===== src/rtl/ibex_irq_scheduler.sv =====
// ibex_irq_scheduler: registers interrupt lines, arbitrates by fixed priority and presents one request at a time
module ibex_irq_scheduler #(
    parameter int NumFastIrq = 15
) (
    input  logic                    clk_i,
    input  logic                    rst_i,
    input  logic                    irq_software_i,
    input  logic                    irq_timer_i,
    input  logic                    irq_external_i,
    input  logic [NumFastIrq-1:0]   irq_fast_i,
    input  logic                    irq_nm_i,
    input  logic [NumFastIrq+2:0]   mie_i,
    input  logic                    mstatus_mie_i,
    input  logic                    debug_mode_i,
    input  logic                    irq_ack_i,
    input  logic                    mret_i,
    output logic [NumFastIrq+2:0]   irq_pending_o,
    output logic                    irq_req_o,
    output logic [5:0]              irq_cause_o,
    output logic                    nmi_mode_o
);
    localparam int W = NumFastIrq + 3;
    localparam int Ext = NumFastIrq;
    localparam int Tmr = NumFastIrq + 1;
    localparam int Sw = NumFastIrq + 2;
    localparam logic [5:0] CauseNmi = 6'h3F;

    typedef enum logic [1:0] {Idle, Req, NmiAct} state_e;

    state_e state_q, state_d, ret_state;
    logic [W-1:0] pending_q, elig;
    logic [5:0] cause_q, cause_d, win_cause;
    logic req_q, req_d, nmi_mode_q, nmi_mode_d;
    logic nm_q, nm_hist_q, nm_arm_q, nm_latch_q;
    logic nm_edge, nmi_elig, nmi_ack, any_elig, held_ok, cause_nmi;

    function automatic logic [4:0] code_of(int j);
        return j < NumFastIrq ? 5'(16 + j) : j == Ext ? 5'd11 : j == Tmr ? 5'd7 : 5'd3;
    endfunction

    // nm_arm_q blocks an edge from a line that was already high when reset released
    assign nm_edge = nm_q & ~nm_hist_q & nm_arm_q;
    assign cause_nmi = cause_q == CauseNmi;
    assign nmi_elig = nm_latch_q & ~nmi_mode_q;
    assign nmi_ack = state_q == Req && irq_ack_i && cause_nmi;
    assign ret_state = nmi_mode_q ? NmiAct : Idle;

    // eligibility, fixed-priority winner and whether the held cause is still eligible
    always_comb begin
        elig = pending_q & mie_i & {W{mstatus_mie_i}};
        any_elig = |elig;
        held_ok = 1'b0;
        for (int j = 0; j < W; j++) held_ok = held_ok | (elig[j] && code_of(j) == cause_q[4:0]);
        win_cause = {1'b1, code_of(Tmr)};
        if (elig[Sw]) win_cause = {1'b1, code_of(Sw)};
        if (elig[Ext]) win_cause = {1'b1, code_of(Ext)};
        for (int i = NumFastIrq - 1; i >= 0; i--) if (elig[i]) win_cause = {1'b1, code_of(i)};
    end

    // next state: ack beats withdrawal, NMI preempts a held non-NMI request
    always_comb begin
        state_d = state_q;
        case (state_q)
            Idle:    if (!debug_mode_i && (nmi_elig || any_elig)) state_d = Req;
            Req:     if (irq_ack_i) state_d = (cause_nmi || nmi_mode_q) ? NmiAct : Idle;
                     else if (debug_mode_i || (!cause_nmi && !nmi_elig && !held_ok)) state_d = ret_state;
            NmiAct:  if (mret_i) state_d = Idle;
                     else if (!debug_mode_i && any_elig) state_d = Req;
            default: state_d = Idle;
        endcase
    end

    // outputs: cause loads on entry to Req or on NMI preemption, otherwise holds
    always_comb begin
        req_d = state_d == Req;
        cause_d = (req_d && (state_q != Req || nmi_elig)) ? (nmi_elig ? CauseNmi : win_cause) : cause_q;
        nmi_mode_d = nmi_ack ? 1'b1 : (state_q == NmiAct && mret_i) ? 1'b0 : nmi_mode_q;
    end

    // state and registered outputs
    always_ff @(posedge clk_i) begin
        if (rst_i) begin
            state_q <= Idle;
            req_q <= 1'b0;
            cause_q <= '0;
            nmi_mode_q <= 1'b0;
        end else begin
            state_q <= state_d;
            req_q <= req_d;
            cause_q <= cause_d;
            nmi_mode_q <= nmi_mode_d;
        end
    end

    // input registers, NMI edge history and NMI latch
    always_ff @(posedge clk_i) begin
        if (rst_i) begin
            pending_q <= '0;
            nm_q <= 1'b0;
            nm_hist_q <= 1'b0;
            nm_arm_q <= 1'b0;
            nm_latch_q <= 1'b0;
        end else begin
            pending_q <= {irq_software_i, irq_timer_i, irq_external_i, irq_fast_i};
            nm_q <= irq_nm_i;
            nm_hist_q <= nm_q;
            nm_arm_q <= nm_arm_q | ~irq_nm_i;
            nm_latch_q <= ~nmi_ack & (nm_latch_q | nm_edge);
        end
    end

    assign irq_pending_o = pending_q;
    assign irq_req_o = req_q;
    assign irq_cause_o = cause_q;
    assign nmi_mode_o = nmi_mode_q;
endmodule


===== config.mk =====
export PLATFORM = sky130hd
export DESIGN_NAME = ibex_irq_scheduler
export DESIGN_NICKNAME = d
export VERILOG_FILES = /design/src/rtl/ibex_irq_scheduler.sv
export SDC_FILE = /design/constraint.sdc
export NUM_CORES = 1
export LEC_CHECK = 0
export ABC_CLOCK_PERIOD_IN_PS = 1900
export CAP_MARGIN = 10
export CORE_MARGIN = 2
export CORE_UTILIZATION = 38
export CTS_BUF_LIST = sky130_fd_sc_hd__clkbuf_8 sky130_fd_sc_hd__clkbuf_16
export CTS_CLUSTER_SIZE = 12
export DETAILED_ROUTE_END_ITERATION = 16
export GPL_ROUTABILITY_DRIVEN = 0
export PLACE_DENSITY = 0.78
export SLEW_MARGIN = 20
export SYNTH_ARGS = -nofsm -noshare
export SYNTH_HDL_FRONTEND = slang
export SYNTH_SLANG_ARGS = --single-unit

===== constraint.sdc =====
create_clock -name clk_i -period 1.9 [get_ports clk_i]
set_input_delay 0.285 -clock clk_i [delete_from_list [all_inputs] [get_ports clk_i]]
set_output_delay 0.285 -clock clk_i [all_outputs]
set_load 0.005 [all_outputs]

After elaboration in Yosys (flattened, before gate mapping)

Index checks and enable logic that the tools add are counted.

Logic and storage cells: 126
Bits in read-only memories: 0
Input bits: 43
Memories kept: 0
Register bits after elaboration: 32
Latch bits: 0
Memory bits (writable): 0
Output and inout port bits: 26

Magnitude comparators: 0
Reductions and logical operators: 37
Bitwise gates (word level): 29
Mux-type cells: 28
Divide/modulo/power cells: 0
Add/sub/neg operators: 0
$mul: 0
Equality and inequality tests: 23
Shifts and indexed selects: 0

Operators by type and width:

| operator           | number |
|---|---|
| $mux 6             | 16 |
| $eq 5x5->1 const A | 15 |
| $and 18x18->18     | 2 |
| $logic_and 1x1->1  | 26 |
| $or 1x1->1         | 19 |
| $reduce_or 18->1   | 1 |
| $mux 2             | 7 |
| $eq 6x6->1 const B | 1 |
| $pmux 2 s3         | 1 |
| $eq 2x5->1 const A | 1 |
| $eq 3x5->1 const A | 1 |
| $eq 4x5->1 const A | 1 |
| $and 1x1->1        | 4 |
| $eq 2x1->1 const B | 2 |
| $logic_not 1->1    | 4 |
| $logic_or 1x1->1   | 4 |
| $mux 4             | 1 |
| $not 1->1          | 4 |
| $mux 3             | 1 |
| $eq 2x2->1 const B | 1 |
| $logic_not 2->1    | 1 |
| $mux 1             | 2 |
| $ne 2x1->1 const B | 1 |
| $reduce_bool 2->1  | 1 |

Longest topological paths before layout

Depth after elaboration: 28
Depth in mapped cells: 7
Depth with buffers taken out: 6

Worst setup path before layout

No wires, ideal clock.

Kind: reg2reg
Start: register cause_q[1], in the netlist irq_cause_o[1]
End: register cause_q[5], in the netlist irq_cause_o[5]
Required time: 1.812 ns
Period minus slack after synthesis: 1.902 ns
Path buffers: 1
Stages on the path, launching flop included: 8
Slack: -0.002 ns
Arrival: 1.814 ns
Setup time: 0.088 ns
Path through: dfxtp_1 -> buf_6 -> inv_2 -> mux4_2 -> or4_1 -> nand4_2 -> a211oi_1 -> a311oi_2

Longest elaborated chain between the ends: 27
Elaborated cells on any way between the ends: 66
Classes of those cells: eq/ne (20); mux (4); bitwise (17); reduce/logical (25)

RTL lines:

| what                     | RTL line | source |
|---|---|---|
| from (decl)              | 32       | `logic [5:0] cause_q, cause_d, win_cause;` |
| from (signal assigned)   | 90       | `cause_q <= cause_d;` |
| $eq 5x5->1               | 53       | `for (int j = 0; j < W; j++) held_ok = held_ok \| (elig[j] && code_of(j) == cause_q[4:0]);` |
| $logic_and 1x1->1        | 53       |  |
| $or 1x1->1 (17 in a row) | 53       |  |
| $logic_not 1->1          | 66       | `else if (debug_mode_i \|\| (!cause_nmi && !nmi_elig && !held_ok)) state_d = ret_state;` |
| $logic_and 1x1->1        | 66       |  |
| $logic_or 1x1->1         | 66       |  |
| $mux 2                   | 66       |  |
| $mux 2 (*)               | 65       | `Req: if (irq_ack_i) state_d = (cause_nmi \|\| nmi_mode_q) ? NmiAct : Idle;` |
| $pmux 2 s3 (*)           | 63       | `case (state_q)` |
| $eq 2x1->1 (*)           | 75       | `req_d = state_d == Req;` |
| $logic_and 1x1->1 (*)    | 76       | `cause_d = (req_d && (state_q != Req \|\| nmi_elig)) ? (nmi_elig ? CauseNmi : win_cause) : cause_q;` |

Mark *: on every way between the ends. The rest lies on a longest branch, timed or not.
A chain may end at the register's enable or synchronous reset.

Final worst setup path

Start: register cause_q[1], in the netlist irq_cause_o[1]
End: register cause_q[0], in the netlist irq_cause_o[0]

Same word-level chain as after synthesis.

==> impl_summary.log <==
[metrics] status: finished, violations left
[metrics] violations in the final reports: setup timing
[metrics] instance count of the mapped netlist: 193
[metrics] count of standard-cell rows: 23
[metrics] R2R Path End: irq_cause_o[0]$_SDFFE_PP0P_
[metrics] most common cell in the netlist: dfxtp_1
[metrics] kind of end point of the critical path: flop
[metrics] asr flop ratio synth: 0%
[metrics] number of hold violations in the final report: 0
[metrics] global router's overall resource usage: 23.5%
[metrics] net count of the mapped netlist: 236
[metrics] number of max-cap violations: 0
[metrics] die outline area: 0.00486 sq mm
[metrics] multiplexer share of the synthesized area: 1.37%
[metrics] Fmax achieved: 0.524 GHz
[metrics] Primary FF master, synth: dfxtp_1
[metrics] pin count of the biggest net entering global routing: 24
[metrics] delay of the slowest cell on the worst path: 0.50 ns
[metrics] area added between synthesis and finish: 82.8%
[metrics] number of buffers created by CTS: 5
[metrics] total buffers and inverters traversed by the critical path: 1
[metrics] leading cell types by total area after synthesis: dfxtp_1 (39%), nor2b_1 (8.8%), nand2_1 (5.0%), a21oi_1 (3.7%), a22oi_1 (3.2%)
[metrics] vias in the first global route: 2090
[metrics] tightest slew margin relative to the limit: 68.8%
[metrics] proportion of synthesized chip area in sequential cells: 39.1%
[metrics] number of storage elements in the synthesis netlist: 32
[metrics] EDFF count, synth: 0
[metrics] count of routing violations after the opening detailed-route iteration: 172
[metrics] worst setup slack for register-to-register paths: -0.007 ns
[metrics] compound-gate portion of the synthesized area: 27.8%
[metrics] buffer depth of the longest clock path: 2
[metrics] final design instance area without fill: 0.00300 sq mm
[metrics] Avg Cell Area, Syn: 8.50 sq um
[metrics] clock insertion delay at the later pin of the skew report: 0.29 ns
[metrics] setup repair after global routing missed its margin: true
[metrics] I/O pin count: 69
[metrics] transition time at the pin with the least slew margin: 0.467 ns
[metrics] port buffer count: 68
[metrics] DRC viols: 0
[metrics] share of the synthesized area in the top cell type: 39.1%
[metrics] parity-gate share of the synthesized area counting xor and xnor cells: 0%
[metrics] endpoint with the worst hold slack: nm_arm_q$_SDFF_PP0_
[metrics] Die Height: 69.7 um
[metrics] Min Hold Slack: 0.452 ns
[metrics] H-tree lvl count: 2
[metrics] chain of cells forming the critical path: inv_2 -> mux4_2 -> or4_4 -> nand4_4 -> a21oi_4 -> a211oi_2
[metrics] total via count in the routed design: 2034
[metrics] remaining global-route overflow: 0
[metrics] TritonCTS clock tree: done
[metrics] minimum period implied by the final worst setup slack: 1.91 ns
[metrics] count of cell types in the netlist: 47
[metrics] origin of the worst min-delay path: nm_arm_q$_SDFF_PP0_
[metrics] count of endpoints failing setup in the final report: 1
[metrics] Avg WL per Cell: 15.6 um
[metrics] ranking of synthesized cells by instance count: dfxtp_1 (32), nor2b_1 (23), nand2_1 (22)
[metrics] crit path DAT: 2.11 ns
[metrics] combinational family with the most area after synthesis: compound AO/OA/AOI/OAI gates
[metrics] Worst Setup Slack, final: -0.00705 ns
[metrics] startpoint of the worst register-to-register path: irq_cause_o[1]$_SDFFE_PP0P_
[metrics] count of nets left with antenna violations after detail routing: 0
[metrics] # nets final: 362
[metrics] core area: 0.00409 sq mm
[metrics] antenna violations before repair: 0
[metrics] first-pass GRT wire length: 9240 um
[metrics] startpoint class of the critical path: flop
[metrics] synth warn: 0
[metrics] dpl hpwl: 4180 um
[metrics] Leakage Power: 0.00124 uW
[metrics] adder-cell share of the synthesized area: 0%
[metrics] class of the tightest hold or removal check: reg2reg
[metrics] Crit Path Category: reg2reg
[metrics] ANT cells: 0
[metrics] Crit Path Max Fanout: 7
[metrics] cell with the largest stage delay on the worst path: mux4_2
[metrics] WP data required: 2.10 ns
[metrics] starting density of the core: 40.1%
[metrics] cell type with the highest aggregate area in the netlist: dfxtp_1
[metrics] iteration count of the initial detailed-routing pass: 4
[metrics] top cell family by delay on the critical path: simple AND/OR/NAND/NOR gates
[metrics] clock sink count: 32
[metrics] setup skew after layout: 0.00506 ns
[metrics] Hold Path Cell Cnt: 2
[metrics] critical path startpoint: irq_cause_o[1]$_SDFFE_PP0P_
[metrics] portion of the clock cycle consumed by the worst path in the final layout: 100%
[metrics] die span in x: 69.7 um
[metrics] share of cells above drive strength 1: 27.8%
[metrics] number of slew-limit violations in the final report: 0
[metrics] via count normalized by instance count: 5.50
[metrics] Clk pin slew, worst setup/hold paths: 0.06 ns
[metrics] final wirelength: 5770 um
[metrics] Synth Area in Simple Gates: 26.6%
[metrics] path depth of the worst reg2reg path: 6
[metrics] area post-placement: 0.00274 sq mm
[metrics] Post-Syn Area: 0.00164 sq mm
[metrics] clock root buffer: clkbuf_8
[metrics] ratio of total power to cell area: 641 mW/mm^2
[metrics] IR Drop Worst-Case VDD: 0.452 mV
[where the power goes]
group / leakage (uW) / internal [uW] / switching (uW)
combinational: 0.000910 / 315 / 212
clock: 0.0000593 / 383 / 253
sequential: 0.000266 / 715 / 43.4
[layout make-up]
type | count | area (sq um)
multi-input combinational | 141 | 1000
inverter | 12 | 45.0
tap | 50 | 62.6
clock inverter | 3 | 38.8
sequential | 32 | 646
fill | 295 | 1090
clock buffer | 5 | 68.8
timing repair buffer | 127 | 1140
[worst min-delay path, stage by stage, from the launching register on]
cell and delay [ns]:
dfxtp_1 0.31, inv_1 0.05, a21oi_1 0.05
[per-stage QoR]
stage / power, uW / utilization (%) / worst slack, ns / cells / setup TNS, ns
3_5_place_dp: 1250 / 66.9 / -0.543 / 355 / -3.92
5_1_grt: 2000 / 73.4 / -0.0534 / 370 / -0.180
4_1_cts: 1900 / 71.7 / -0.0499 / 370 / -0.149
6_report: 1920 / 73.4 / -0.00705 / 370 / -0.00705
2_1_floorplan: 939 / - / -0.00208 / 193 / -0.00208
3_3_place_gp: 1240 / 66.9 / -0.450 / 355 / -3.36
[flip-flops by register name, summed over array words and instances, names as in the netlist]
| register | cells |
|---|---|
| nm_arm_q | 1 |
| irq_req_o | 1 |
| nm_hist_q | 1 |
| state_q | 2 |
| nm_q | 1 |
| irq_pending_o | 18 |
| nm_latch_q | 1 |
| nmi_mode_o | 1 |
| irq_cause_o | 6 |
[placed cells by master, fill, tap and decap left out, types with 5 or more instances in the layout]
cell type	n
a22oi_1	7
nor2b_1	23
inv_1	11
clkdlybuf4s50_1	59
a21oi_1	10
dlymetal6s2s_1	5
clkbuf_8	5
o21ai_0	6
nand2_1	20
buf_4	57
a31oi_1	6
dfxtp_1	28
nand3_1	7
[cell families after synthesis]
logic type | after synthesis
compound gates | 63
buf+inv | 20
flops | 32
mux | 1
simple gates | 77
[metal layers]
| layer | up-vias | GRT usage [%] | routed length (um) |
|---|---|---|---|
| met2 | 104 | 38.2 | 2790 |
| met5 | - | 0 | 0 |
| li1 | 971 | - | - |
| met3 | 21 | 6.54 | 448 |
| met1 | 938 | 28.0 | 2350 |
| met4 | 0 | 13.0 | 183 |
[what timing repair did]
action,4_1_cts,5_1_grt
cloned,0,0
hold buffers,0,0
setup buffers,8,0
hold endpoints to repair,0,0
setup endpoints to repair,9,9
resized for setup,12,22
pin swaps,5,10
[worst max-delay path by stage]
| stage | end | slack (ns) | depth (start not counted) |
|---|---|---|---|
| after floorplan | irq_cause_o[5]$_SDFFE_PP0P_ | -0.002 | 7 |
| after global placement | irq_cause_o[2]$_SDFFE_PP0P_ | -0.45 | 8 |
| after detailed placement | irq_cause_o[0]$_SDFFE_PP0P_ | -0.54 | 8 |
| after CTS | state_q[1]$_SDFF_PP0_ | -0.05 | 7 |
| after global routing | irq_cause_o[0]$_SDFFE_PP0P_ | -0.05 | 6 |
| final | irq_cause_o[0]$_SDFFE_PP0P_ | -0.007 | 6 |
(Power assumes the default switching activity.)
